$ cat config.mk
export PLATFORM = sky130hd
export DESIGN_NAME = pc_source_ctrl
export DESIGN_NICKNAME = d
export VERILOG_FILES = /design/src/rtl/pc_source_ctrl.sv
export SDC_FILE = /design/constraint.sdc
export NUM_CORES = 1
export LEC_CHECK = 0
export CAP_MARGIN = 20
export CORE_ASPECT_RATIO = 1.5
export CORE_MARGIN = 2
export CORE_UTILIZATION = 33
export DETAILED_ROUTE_END_ITERATION = 10
export GPL_ROUTABILITY_DRIVEN = 0
export GPL_TIMING_DRIVEN = 0
export PLACE_DENSITY = 0.58
export SLEW_MARGIN = 25
export SYNTH_ARGS = -nofsm -noshare
export SYNTH_HDL_FRONTEND = slang
export SYNTH_SLANG_ARGS = --single-unit
export TNS_END_PERCENT = 5
$ cat constraint.sdc
create_clock -name clk -period 3.33 [get_ports clk]
set_input_delay 0.666 -clock clk [delete_from_list [all_inputs] [get_ports clk]]
set_output_delay 0.666 -clock clk [all_outputs]
set_load 0.005 [all_outputs]
$ cat src/rtl/pc_source_ctrl.sv
// pc_source_ctrl: next-PC source selection and PC write sequencing.
// Resolves branches/jumps and runs the exception entry sequence.
module pc_source_ctrl #(
    parameter int MEM_WAIT = 2
) (
    input  logic       clk,
    input  logic       reset,
    input  logic       instr_valid,
    input  logic [5:0] opcode,
    input  logic [5:0] funct,
    input  logic       alu_zero,
    input  logic       alu_gt,
    input  logic       ovf_exc,
    input  logic       div0_exc,
    output logic [2:0] pc_source,
    output logic       pc_write,
    output logic       epc_write,
    output logic       mem_read,
    output logic [1:0] exc_code,
    output logic       busy,
    output logic       done
);

    localparam int CW = (MEM_WAIT > 1) ? $clog2(MEM_WAIT) : 1;
    localparam logic [CW-1:0] WAIT_LAST = CW'(MEM_WAIT - 1);

    localparam logic [2:0] SRC_PC4 = 3'b000;
    localparam logic [2:0] SRC_BR  = 3'b001;
    localparam logic [2:0] SRC_J   = 3'b010;
    localparam logic [2:0] SRC_JR  = 3'b011;
    localparam logic [2:0] SRC_VEC = 3'b100;

    localparam logic [1:0] EXC_INV  = 2'b00;
    localparam logic [1:0] EXC_OVF  = 2'b01;
    localparam logic [1:0] EXC_DIV0 = 2'b10;

    localparam logic [5:0] OP_RTYPE = 6'h00;
    localparam logic [5:0] OP_J     = 6'h02;
    localparam logic [5:0] OP_JAL   = 6'h03;
    localparam logic [5:0] OP_BEQ   = 6'h04;
    localparam logic [5:0] OP_BNE   = 6'h05;
    localparam logic [5:0] OP_BLE   = 6'h06;
    localparam logic [5:0] OP_BGT   = 6'h07;
    localparam logic [5:0] FN_JR    = 6'h08;

    typedef enum logic [2:0] {
        S_IDLE,
        S_RESOLVE,
        S_WRITE,
        S_EXC_EPC,
        S_EXC_WAIT,
        S_EXC_LOAD,
        S_DONE
    } state_t;

    state_t state;
    state_t next_state;

    logic [5:0]    op_q;
    logic [5:0]    funct_q;
    logic [CW-1:0] wait_cnt;

    logic          valid_op;
    logic          exc_d;
    logic [1:0]    code_d;
    logic [2:0]    tgt_d;
    logic [2:0]    sel_d;
    logic          taken_d;

    logic [2:0]    src_d;
    logic          pc_write_d;
    logic          epc_write_d;
    logic          mem_read_d;
    logic          busy_d;
    logic          done_d;

    // Opcode legality check against the supported instruction set
    always_comb begin
        valid_op = op_q inside {
            6'h00, 6'h01, 6'h02, 6'h03, 6'h04, 6'h05,
            6'h06, 6'h07, 6'h08, 6'h09, 6'h0F, 6'h20,
            6'h21, 6'h23, 6'h28, 6'h29, 6'h2B
        };
    end

    // Exception detection: invalid opcode beats overflow beats div-by-zero
    always_comb begin
        exc_d  = 1'b0;
        code_d = EXC_INV;
        unique case (1'b1)
            !valid_op: begin
                exc_d  = 1'b1;
                code_d = EXC_INV;
            end
            valid_op && ovf_exc: begin
                exc_d  = 1'b1;
                code_d = EXC_OVF;
            end
            valid_op && !ovf_exc && div0_exc: begin
                exc_d  = 1'b1;
                code_d = EXC_DIV0;
            end
            default: begin
                exc_d  = 1'b0;
                code_d = EXC_INV;
            end
        endcase
    end

    // Branch/jump resolution; a not-taken result always selects PC+4
    always_comb begin
        tgt_d   = SRC_PC4;
        taken_d = 1'b0;
        unique case (1'b1)
            op_q == OP_BEQ: begin
                tgt_d   = SRC_BR;
                taken_d = alu_zero;
            end
            op_q == OP_BNE: begin
                tgt_d   = SRC_BR;
                taken_d = !alu_zero;
            end
            op_q == OP_BLE: begin
                tgt_d   = SRC_BR;
                taken_d = !alu_gt;
            end
            op_q == OP_BGT: begin
                tgt_d   = SRC_BR;
                taken_d = alu_gt;
            end
            op_q == OP_J || op_q == OP_JAL: begin
                tgt_d   = SRC_J;
                taken_d = 1'b1;
            end
            op_q == OP_RTYPE && funct_q == FN_JR: begin
                tgt_d   = SRC_JR;
                taken_d = 1'b1;
            end
            default: begin
                tgt_d   = SRC_PC4;
                taken_d = 1'b0;
            end
        endcase
        sel_d = taken_d ? tgt_d : SRC_PC4;
    end

    // State register, instruction latch, wait counter and exception code
    always_ff @(posedge clk or negedge reset) begin
        if (!reset) begin
            state    <= S_IDLE;
            op_q     <= '0;
            funct_q  <= '0;
            wait_cnt <= '0;
            exc_code <= EXC_INV;
        end else begin
            state <= next_state;
            if (state == S_IDLE && instr_valid) begin
                op_q    <= opcode;
                funct_q <= funct;
            end
            if (state == S_EXC_WAIT && wait_cnt != WAIT_LAST) begin
                wait_cnt <= wait_cnt + CW'(1);
            end else begin
                wait_cnt <= '0;
            end
            if (state == S_RESOLVE && exc_d) begin
                exc_code <= code_d;
            end
        end
    end

    // Next-state sequencing
    always_comb begin
        next_state = state;
        unique case (state)
            S_IDLE:     next_state = instr_valid ? S_RESOLVE : S_IDLE;
            S_RESOLVE:  next_state = exc_d ? S_EXC_EPC : S_WRITE;
            S_WRITE:    next_state = S_DONE;
            S_EXC_EPC:  next_state = S_EXC_WAIT;
            S_EXC_WAIT: next_state = (wait_cnt == WAIT_LAST) ?
                                     S_EXC_LOAD : S_EXC_WAIT;
            S_EXC_LOAD: next_state = S_DONE;
            S_DONE:     next_state = S_IDLE;
            default:    next_state = S_IDLE;
        endcase
    end

    // Output decode for the state being entered, so outputs are registered
    always_comb begin
        src_d       = SRC_PC4;
        pc_write_d  = 1'b0;
        epc_write_d = 1'b0;
        mem_read_d  = 1'b0;
        busy_d      = (next_state != S_IDLE);
        done_d      = 1'b0;
        unique case (next_state)
            S_WRITE: begin
                src_d      = sel_d;
                pc_write_d = taken_d;
            end
            S_EXC_EPC: begin
                epc_write_d = 1'b1;
            end
            S_EXC_WAIT: begin
                src_d      = SRC_VEC;
                mem_read_d = 1'b1;
            end
            S_EXC_LOAD: begin
                src_d      = SRC_VEC;
                pc_write_d = 1'b1;
            end
            S_DONE: begin
                done_d = 1'b1;
            end
            default: begin
                src_d = SRC_PC4;
            end
        endcase
    end

    // Output registers
    always_ff @(posedge clk or negedge reset) begin
        if (!reset) begin
            pc_source <= SRC_PC4;
            pc_write  <= 1'b0;
            epc_write <= 1'b0;
            mem_read  <= 1'b0;
            busy      <= 1'b0;
            done      <= 1'b0;
        end else begin
            pc_source <= src_d;
            pc_write  <= pc_write_d;
            epc_write <= epc_write_d;
            mem_read  <= mem_read_d;
            busy      <= busy_d;
            done      <= done_d;
        end
    end

endmodule

==> PnR_summary.wiki, run 1 <==
{| class="wikitable"
! Metric !! Value
|-
| Number of clock buffers inserted by TritonCTS || 3
|-
| Count of cell types in the netlist || 30
|-
| Critical setup path kind || in -> reg
|-
| Hold violation total from the final report || 0
|-
| Fraction of final layout cells with drive strength greater than 1 || 0.180
|-
| Setup repair after global routing missed its margin || no
|-
| Leakage || 0.624 nW
|-
| Maximum clock path buffer count || 2
|-
| Gate count of the mapped netlist || 91
|-
| Worst IR drop on VDD || 0.325 mV
|-
| Critical Path Source Type || primary input
|-
| Number of global-route vias before repair || 803
|-
| Number of stages on the worst setup path || 5
|-
| Aggregate global-route resource usage || 0.116
|-
| Proportion of synthesized chip area in sequential cells || 0.593
|-
| Total Die Area || 3810 sq um
|-
| Total of cells resized after clock tree synthesis || 0
|-
| Status || finished, final reports clean
|-
| Height of the die || 74.6 um
|-
| Post-synthesis instance area || 1100 sq um
|-
| Number of iterations in the first detailed-routing pass || 3
|-
| Transition time at the pin with the least slew margin || 0.571 ns
|-
| Fraction of registers with async set or reset after synthesis || 1.00
|-
| EDFF count, synth || 0
|-
| Instance area at placement || 1420 sq um
|-
| Net count of the finished layout || 143
|-
| Number of placement rows || 25
|-
| Normalized max-slew margin || 0.619
|-
| Endpoint kind of the worst setup timing path || register
|-
| Final wirelength || 1.93 mm
|-
| Flops & latches, synth || 26
|-
| CP max FO || 10
|-
| FF-to-FF path depth || 6
|-
| Footprint of the multi-input gates || 405 sq um
|-
| Fill cell instance count of the final layout || 318
|-
| Count of hold buffers inserted by post-cts repair || 0
|-
| Maximum number of pins on one net before global-route repair || 27
|-
| Share of the cycle needed by the critical path after routing || 0.548
|-
| Detailed-placement wirelength estimate || 1.52 mm
|-
| Total I/O pin count || 29
|-
| Arrival time reported for the critical path endpoint || 1.97 ns
|-
| Antenna violation net count after detailed routing || 0
|-
| Overflow left after global routing || 0
|-
| Vias || 783
|-
| Width of the die || 51.1 um
|-
| Number of pins with negative max-slew slack in the final report || 0
|-
| CP max stage cell || sky130_fd_sc_hd__clkdlybuf4s50_1
|-
| Power density over the cells || 780 nW/um^2
|-
| Number of setup violations in the final report || 0
|-
| Detailed-route wire length per cell || 11.9 um
|-
| Capture instance of the worst register-to-register path || funct_q[1]
|-
| CTS root buffer || sky130_fd_sc_hd__clkbuf_8
|-
| Hold WC Path Type || in -> async
|-
| Residual DRC count || 0
|-
| Clock slew at reported path FFs || 0.08 ns
|-
| Required time reported for the critical path endpoint || 3.48 ns
|-
| Finished Layout Cells || 162
|-
| I/O Buffers || 28
|-
| Register area || 651 sq um
|-
| Synth Net Count || 110
|-
| Number of H-tree levels || 1
|-
| Placeable core region || 3160 sq um
|-
| Number of buffers added for setup after CTS || 0
|-
| Starting Density || 0.347
|-
| Antenna violations before repair || 0
|-
| Vias per cell || 4.83
|-
| Clock tree from TritonCTS || done
|-
| Clock Sinks || 26
|-
| Worst setup slack for register-to-register paths || 1.69 ns
|-
| Synth-to-Final Area Change || 33.4%
|-
| Slowest cell delay on critical path || 0.49 ns
|-
| End-of-flow core utilization || 0.463
|-
| List of cells traversed by the critical path || clkdlybuf4s50_1, and3_1, buf_2, buf_6, mux2_2
|-
| First-pass GRT wire length || 3.39 mm
|-
| Cell area after layout || 1460 sq um
|-
| Family with the most delay on the worst path || buffers and inverters
|-
| Clock latency on the worst-skew pair || 0.26 ns
|-
| Worst r2r src || state[1]
|-
| Number of DRC violations after detailed-routing iteration 0 || 20
|-
| Post-route worst hold slack || 0.395 ns
|-
| Highest clock frequency the design can meet || 548 MHz
|-
| Buffering stage count on the worst path with inverters included || 3
|-
| Synth warn || 0
|-
| Final TNS setup || 0 ns
|-
| Max Clock Skew || 0.00605 ns
|-
| Number of inserted diodes || 0
|-
| Mean instance size in the synthesized netlist || 12.1 sq um
|-
| DP Cell Count || 159
|-
| Number of max-cap violations || 0
|-
| Minimum period implied by the final worst setup slack || 1.82 ns
|-
| Most used flip-flop cell after synthesis || sky130_fd_sc_hd__dfrtp_1
|}
[registers in the layout (all words and copies together) (netlist names), 2 cells and up]
signal     count
funct_q        6
state          3
pc_source      3
op_q           6
exc_code       2
[per-layer routing]
metal  global-route usage  vias up  share of wire
li1                     -      392              -
met1                0.133      373           0.40
met2                0.215       16           0.55
met3               0.0198        2          0.042
met4               0.0450        0         0.0062
met5                    0        -              0
[stage by stage]
step	setup WS [ns]	total power, mW
after global routing	1.45	1.25
after global placement	1.22	0.978
after detailed placement	1.22	0.992
after CTS	1.50	1.17
after floorplan	1.82	0.823
final	1.51	1.14
[cell families (layout without fill, tap and decap cells)]
kind of cell    after synthesis  after routing  synth area share
compound gates               19             19             0.113
xor+xnor                      1              1           0.00798
buf+inv                       8             39            0.0376
flops                        26             26             0.593
mux                          11             11             0.113
simple gates                 26             26             0.136
[cell type report]
type	count	share of cell area
multi-input cells	57	0.277
repair buffers	28	0.188
inverters	4	0.0103
well taps	40	0.0342
clock buffers	3	0.0282
flip-flops and latches	26	0.444
plain buffers	4	0.0179
[Yosys cell counts, drive strengths merged (3+ instances only)]
library cell / n / area (sq um)
inv: 4 / 15.0
nor2b: 3 / 18.8
a21oi: 4 / 23.8
buf: 3 / 21.3
o22ai: 3 / 18.8
or3: 3 / 18.8
dfrtp: 26 / 651
nor2: 4 / 17.5
nand3: 4 / 20.0
mux2: 11 / 124
nand2: 5 / 18.8
o21ai: 6 / 30.0
[cell usage in the layout, fill, tap and decap left out, types with 4 or more instances in the layout]
cell type,count
sky130_fd_sc_hd__mux2_2,11
sky130_fd_sc_hd__dfrtp_1,26
sky130_fd_sc_hd__nand3_1,4
sky130_fd_sc_hd__clkdlybuf4s50_1,27
sky130_fd_sc_hd__nand2_1,5
sky130_fd_sc_hd__inv_1,4
sky130_fd_sc_hd__o21ai_0,6
[report_power, final]
group / total (mW) / switching [mW] / leakage (nW) / internal, mW
sequential: 0.537 / 0.0883 / 0.321 / 0.449
combinational: 0.439 / 0.183 / 0.281 / 0.256
clock: 0.166 / 0.0857 / 0.0216 / 0.0807
total: 1.14 / 0.357 / 0.624 / 0.785
[worst max path at each step]
stage / start / endpoint
global route: instr_valid / funct_q[0]
CTS: instr_valid / funct_q[0]
finish: instr_valid / funct_q[1]
floorplan: instr_valid / funct_q[0]
global placement: instr_valid / funct_q[0]
detailed placement: instr_valid / funct_q[0]
Note: power is estimated with default switching activity, not from simulation.
==> run 2, diff against run 1 <==
--- a/config.mk
+++ b/config.mk
@@ -12,7 +12,7 @@
 export DETAILED_ROUTE_END_ITERATION = 10
 export GPL_ROUTABILITY_DRIVEN = 0
 export GPL_TIMING_DRIVEN = 0
-export PLACE_DENSITY = 0.58
+export PLACE_DENSITY = 0.6
 export SLEW_MARGIN = 25
 export SYNTH_ARGS = -nofsm -noshare
 export SYNTH_HDL_FRONTEND = slang
==> constraint.sdc (replaced) <==
create_clock -name clk -period 1.55 [get_ports clk]
set_input_delay 0.31 -clock clk [delete_from_list [all_inputs] [get_ports clk]]
set_output_delay 0.31 -clock clk [all_outputs]
set_load 0.005 [all_outputs]
==> run 2 against run 1 <==
Compared with the run above: design area is 2.4% higher; count of clock-buffer cells in the layout is 1 higher; final cell count stayed put; die area stayed put; largest power group unchanged; clock skew hardly changed.
==> PnR_summary.wiki, run 2 (synthesis results as in run 1) <==
{| class="wikitable"
! Metric !! Value
|-
| Status || finished, final reports clean (unchanged)
|-
| Minimum period implied by the final worst setup slack || 1.52 ns
|-
| Maximum number of pins on one net before global-route repair || 27 (unchanged)
|-
| Arrival time reported for the critical path endpoint || 1.71 ns (was 1.97 ns)
|-
| Clock Sinks || 26 (unchanged)
|-
| Number of buffers added for setup after CTS || 0 (unchanged)
|-
| Number of placement rows || 25 (unchanged)
|-
| Antenna violation net count after detailed routing || 0 (unchanged)
|-
| Number of stages on the worst setup path || 3 (was 5)
|-
| Critical setup path kind || reg -> reg (was in -> reg)
|-
| Slowest cell delay on critical path || 0.50 ns (was 0.49 ns)
|-
| Fraction of final layout cells with drive strength greater than 1 || 0.213 (was 0.180)
|-
| Crit. Startpoint || op_q[0] (was instr_valid)
|-
| I/O Buffers || 28 (unchanged)
|-
| Family with the most delay on the worst path || simple AND/OR/NAND/NOR gates (was buffers and inverters)
|-
| Worst r2r src || op_q[0] (was state[1])
|-
| Height of the die || 74.6 um (unchanged)
|-
| Number of setup violations in the final report || 0 (unchanged)
|-
| Worst setup slack for register-to-register paths || 0.03 ns (was 1.69 ns)
|-
| Number of global-route vias before repair || 801 (was 803)
|-
| Max Clock Skew || 0.00572 ns (was 0.00605 ns)
|-
| Residual DRC count || 0 (unchanged)
|-
| Transition time at the pin with the least slew margin || 0.567 ns (was 0.571 ns)
|-
| Overflow left after global routing || 0 (unchanged)
|-
| Number of inserted diodes || 0 (unchanged)
|-
| Worst IR drop on VDD || 0.890 mV (was 0.325 mV)
|-
| Final wirelength || 2.02 mm (was 1.93 mm)
|-
| Placeable core region || 3160 sq um (unchanged)
|-
| Required time reported for the critical path endpoint || 1.74 ns (was 3.48 ns)
|-
| Number of H-tree levels || 1 (unchanged)
|-
| FF-to-FF path depth || 3 (was 6)
|-
| Capture instance of the worst register-to-register path || pc_source[0] (was funct_q[1])
|-
| List of cells traversed by the critical path || or4_4, or3_1, a21oi_2 (was clkdlybuf4s50_1, and3_1, buf_2, buf_6, mux2_2)
|-
| Total I/O pin count || 29 (unchanged)
|-
| Starting Density || 0.347 (unchanged)
|-
| Leakage || 0.627 nW (was 0.624 nW)
|-
| DP Cell Count || 159 (unchanged)
|-
| Endpoint kind of the worst setup timing path || register (unchanged)
|-
| Buffering stage count on the worst path with inverters included || 0 (was 3)
|-
| Highest clock frequency the design can meet || 659 MHz
|-
| Number of max-cap violations || 0 (unchanged)
|-
| Antenna violations before repair || 0 (unchanged)
|-
| Normalized max-slew margin || 0.622 (was 0.619)
|-
| Vias || 779 (was 783)
|-
| Most common cell after layout, fill and taps aside || sky130_fd_sc_hd__clkdlybuf4s50_1 (unchanged)
|-
| Setup repair after global routing missed its margin || yes (was no)
|-
| Endpoint of the most critical setup path || pc_source[0] (was funct_q[1])
|-
| CP max stage cell || sky130_fd_sc_hd__or4_4 (was sky130_fd_sc_hd__clkdlybuf4s50_1)
|-
| Aggregate global-route resource usage || 0.123 (was 0.116)
|-
| Leading registers by flop count || funct_q (6), op_q (6) (unchanged)
|-
| CTS root buffer || sky130_fd_sc_hd__clkbuf_8 (unchanged)
|-
| Synth-to-Final Area Change || 36.6% (was 33.4%)
|-
| Hold WC Path Type || in -> async (unchanged)
|-
| Maximum clock path buffer count || 2 (unchanged)
|-
| Clock tree from TritonCTS || done (unchanged)
|-
| First-pass GRT wire length || 3.51 mm (was 3.39 mm)
|-
| Power, Total || 2.58 mW (was 1.14 mW)
|-
| Hold violation total from the final report || 0 (unchanged)
|-
| Number of clock buffers inserted by TritonCTS || 3 (unchanged)
|-
| Vias per cell || 4.81 (was 4.83)
|-
| Clock slew at reported path FFs || 0.09 ns (was 0.08 ns)
|-
| Critical Path Source Type || register (was primary input)
|-
| Detailed-route wire length per cell || 12.4 um (was 11.9 um)
|-
| Net count of the finished layout || 142 (was 143)
|-
| Power density over the cells || 1720 nW/um^2 (was 780 nW/um^2)
|-
| Number of DRC violations after detailed-routing iteration 0 || 12 (was 20)
|-
| Number of pins with negative max-slew slack in the final report || 0 (unchanged)
|-
| Finished Layout Cells || 162 (unchanged)
|-
| Detailed-placement wirelength estimate || 1.56 mm (was 1.52 mm)
|-
| Number of iterations in the first detailed-routing pass || 4 (was 3)
|-
| Share of the cycle needed by the critical path after routing || 0.979
|-
| CP max FO || 6 (was 10)
|-
| Total Die Area || 3810 sq um (unchanged)
|-
| Width of the die || 51.1 um (unchanged)
|-
| Commonest cells after routing, fill and taps aside || sky130_fd_sc_hd__clkdlybuf4s50_1 (27), sky130_fd_sc_hd__dfrtp_1 (25), sky130_fd_sc_hd__mux2_2 (11), sky130_fd_sc_hd__o21ai_0 (6), sky130_fd_sc_hd__nand2_1 (5) (was sky130_fd_sc_hd__clkdlybuf4s50_1 (27), sky130_fd_sc_hd__dfrtp_1 (26), sky130_fd_sc_hd__mux2_2 (11), sky130_fd_sc_hd__o21ai_0 (6), sky130_fd_sc_hd__nand2_1 (5))
|-
| Clock latency on the worst-skew pair || 0.26 ns (about the same)
|}
==> run 2: how the worst min path moves through the flow <==
stage | startpoint | endpoint | slack, ns | cells past startpoint
2_1_floorplan | reset | busy | 0.01 | 0
3_3_place_gp | wait_cnt | wait_cnt | 0.46 | 1
3_5_place_dp | reset | pc_source[1] | 0.34 | 1
4_1_cts | reset | funct_q[2] | 0.05 | 1
5_1_grt | reset | state[0] | 0.07 | 1
6_report | reset | state[0] | 0.03 | 1
==> run 2: per-stage QoR <==
stage / setup slack (ns) / utilization / TNS [ns] / hold slack [ns] / cell area [sq um]
final: 0.0325 / 0.474 / 0 / 0.0294 / 1500
after global routing: -0.0322 / 0.474 / -0.204 / 0.0654 / 1500
after CTS: 0.00915 / 0.469 / 0 / 0.0493 / 1480
after detailed placement: -0.217 / 0.450 / -1.58 / 0.344 / 1420
after global placement: -0.206 / 0.452 / -5.61 / 0.461 / 1430
after floorplan: 0.0438 / - / 0 / 0.0144 / 1100
==> run 2: area by class of cell <==
class | count | area (sq um)
plain buffers | 3 | 33.8
clock buffers | 4 | 55.1
fillers | 299 | 1660
inverters | 4 | 15.0
multi-input cells | 57 | 418
flip-flops and latches | 26 | 652
well taps | 40 | 50.0
repair buffers | 28 | 275
==> run 2: what timing repair did <==
item / CTS / global route
hold buffers: 0 / 0
setup endpoints to repair: 7 / 12
resized for setup: 4 / 5
pin swaps: 0 / 0
==> run 2: report_power, final <==
| part | leakage, nW | internal (mW) | switching (mW) | total (mW) |
|---|---|---|---|---|
| combinational | 0.278 | 0.579 | 0.391 | 0.970 |
| sequential | 0.320 | 0.966 | 0.223 | 1.19 |
| clock | 0.0288 | 0.227 | 0.198 | 0.424 |
| total | 0.627 | 1.77 | 0.812 | 2.58 |
==> run 2: metal layers <==
metal,global-route usage,vias to the layer above,share of wire
met5,0,-,0
li1,-,387,-
met2,0.219,21,0.54
met3,0.0179,2,0.042
met4,0.0631,0,0.010
met1,0.142,369,0.41
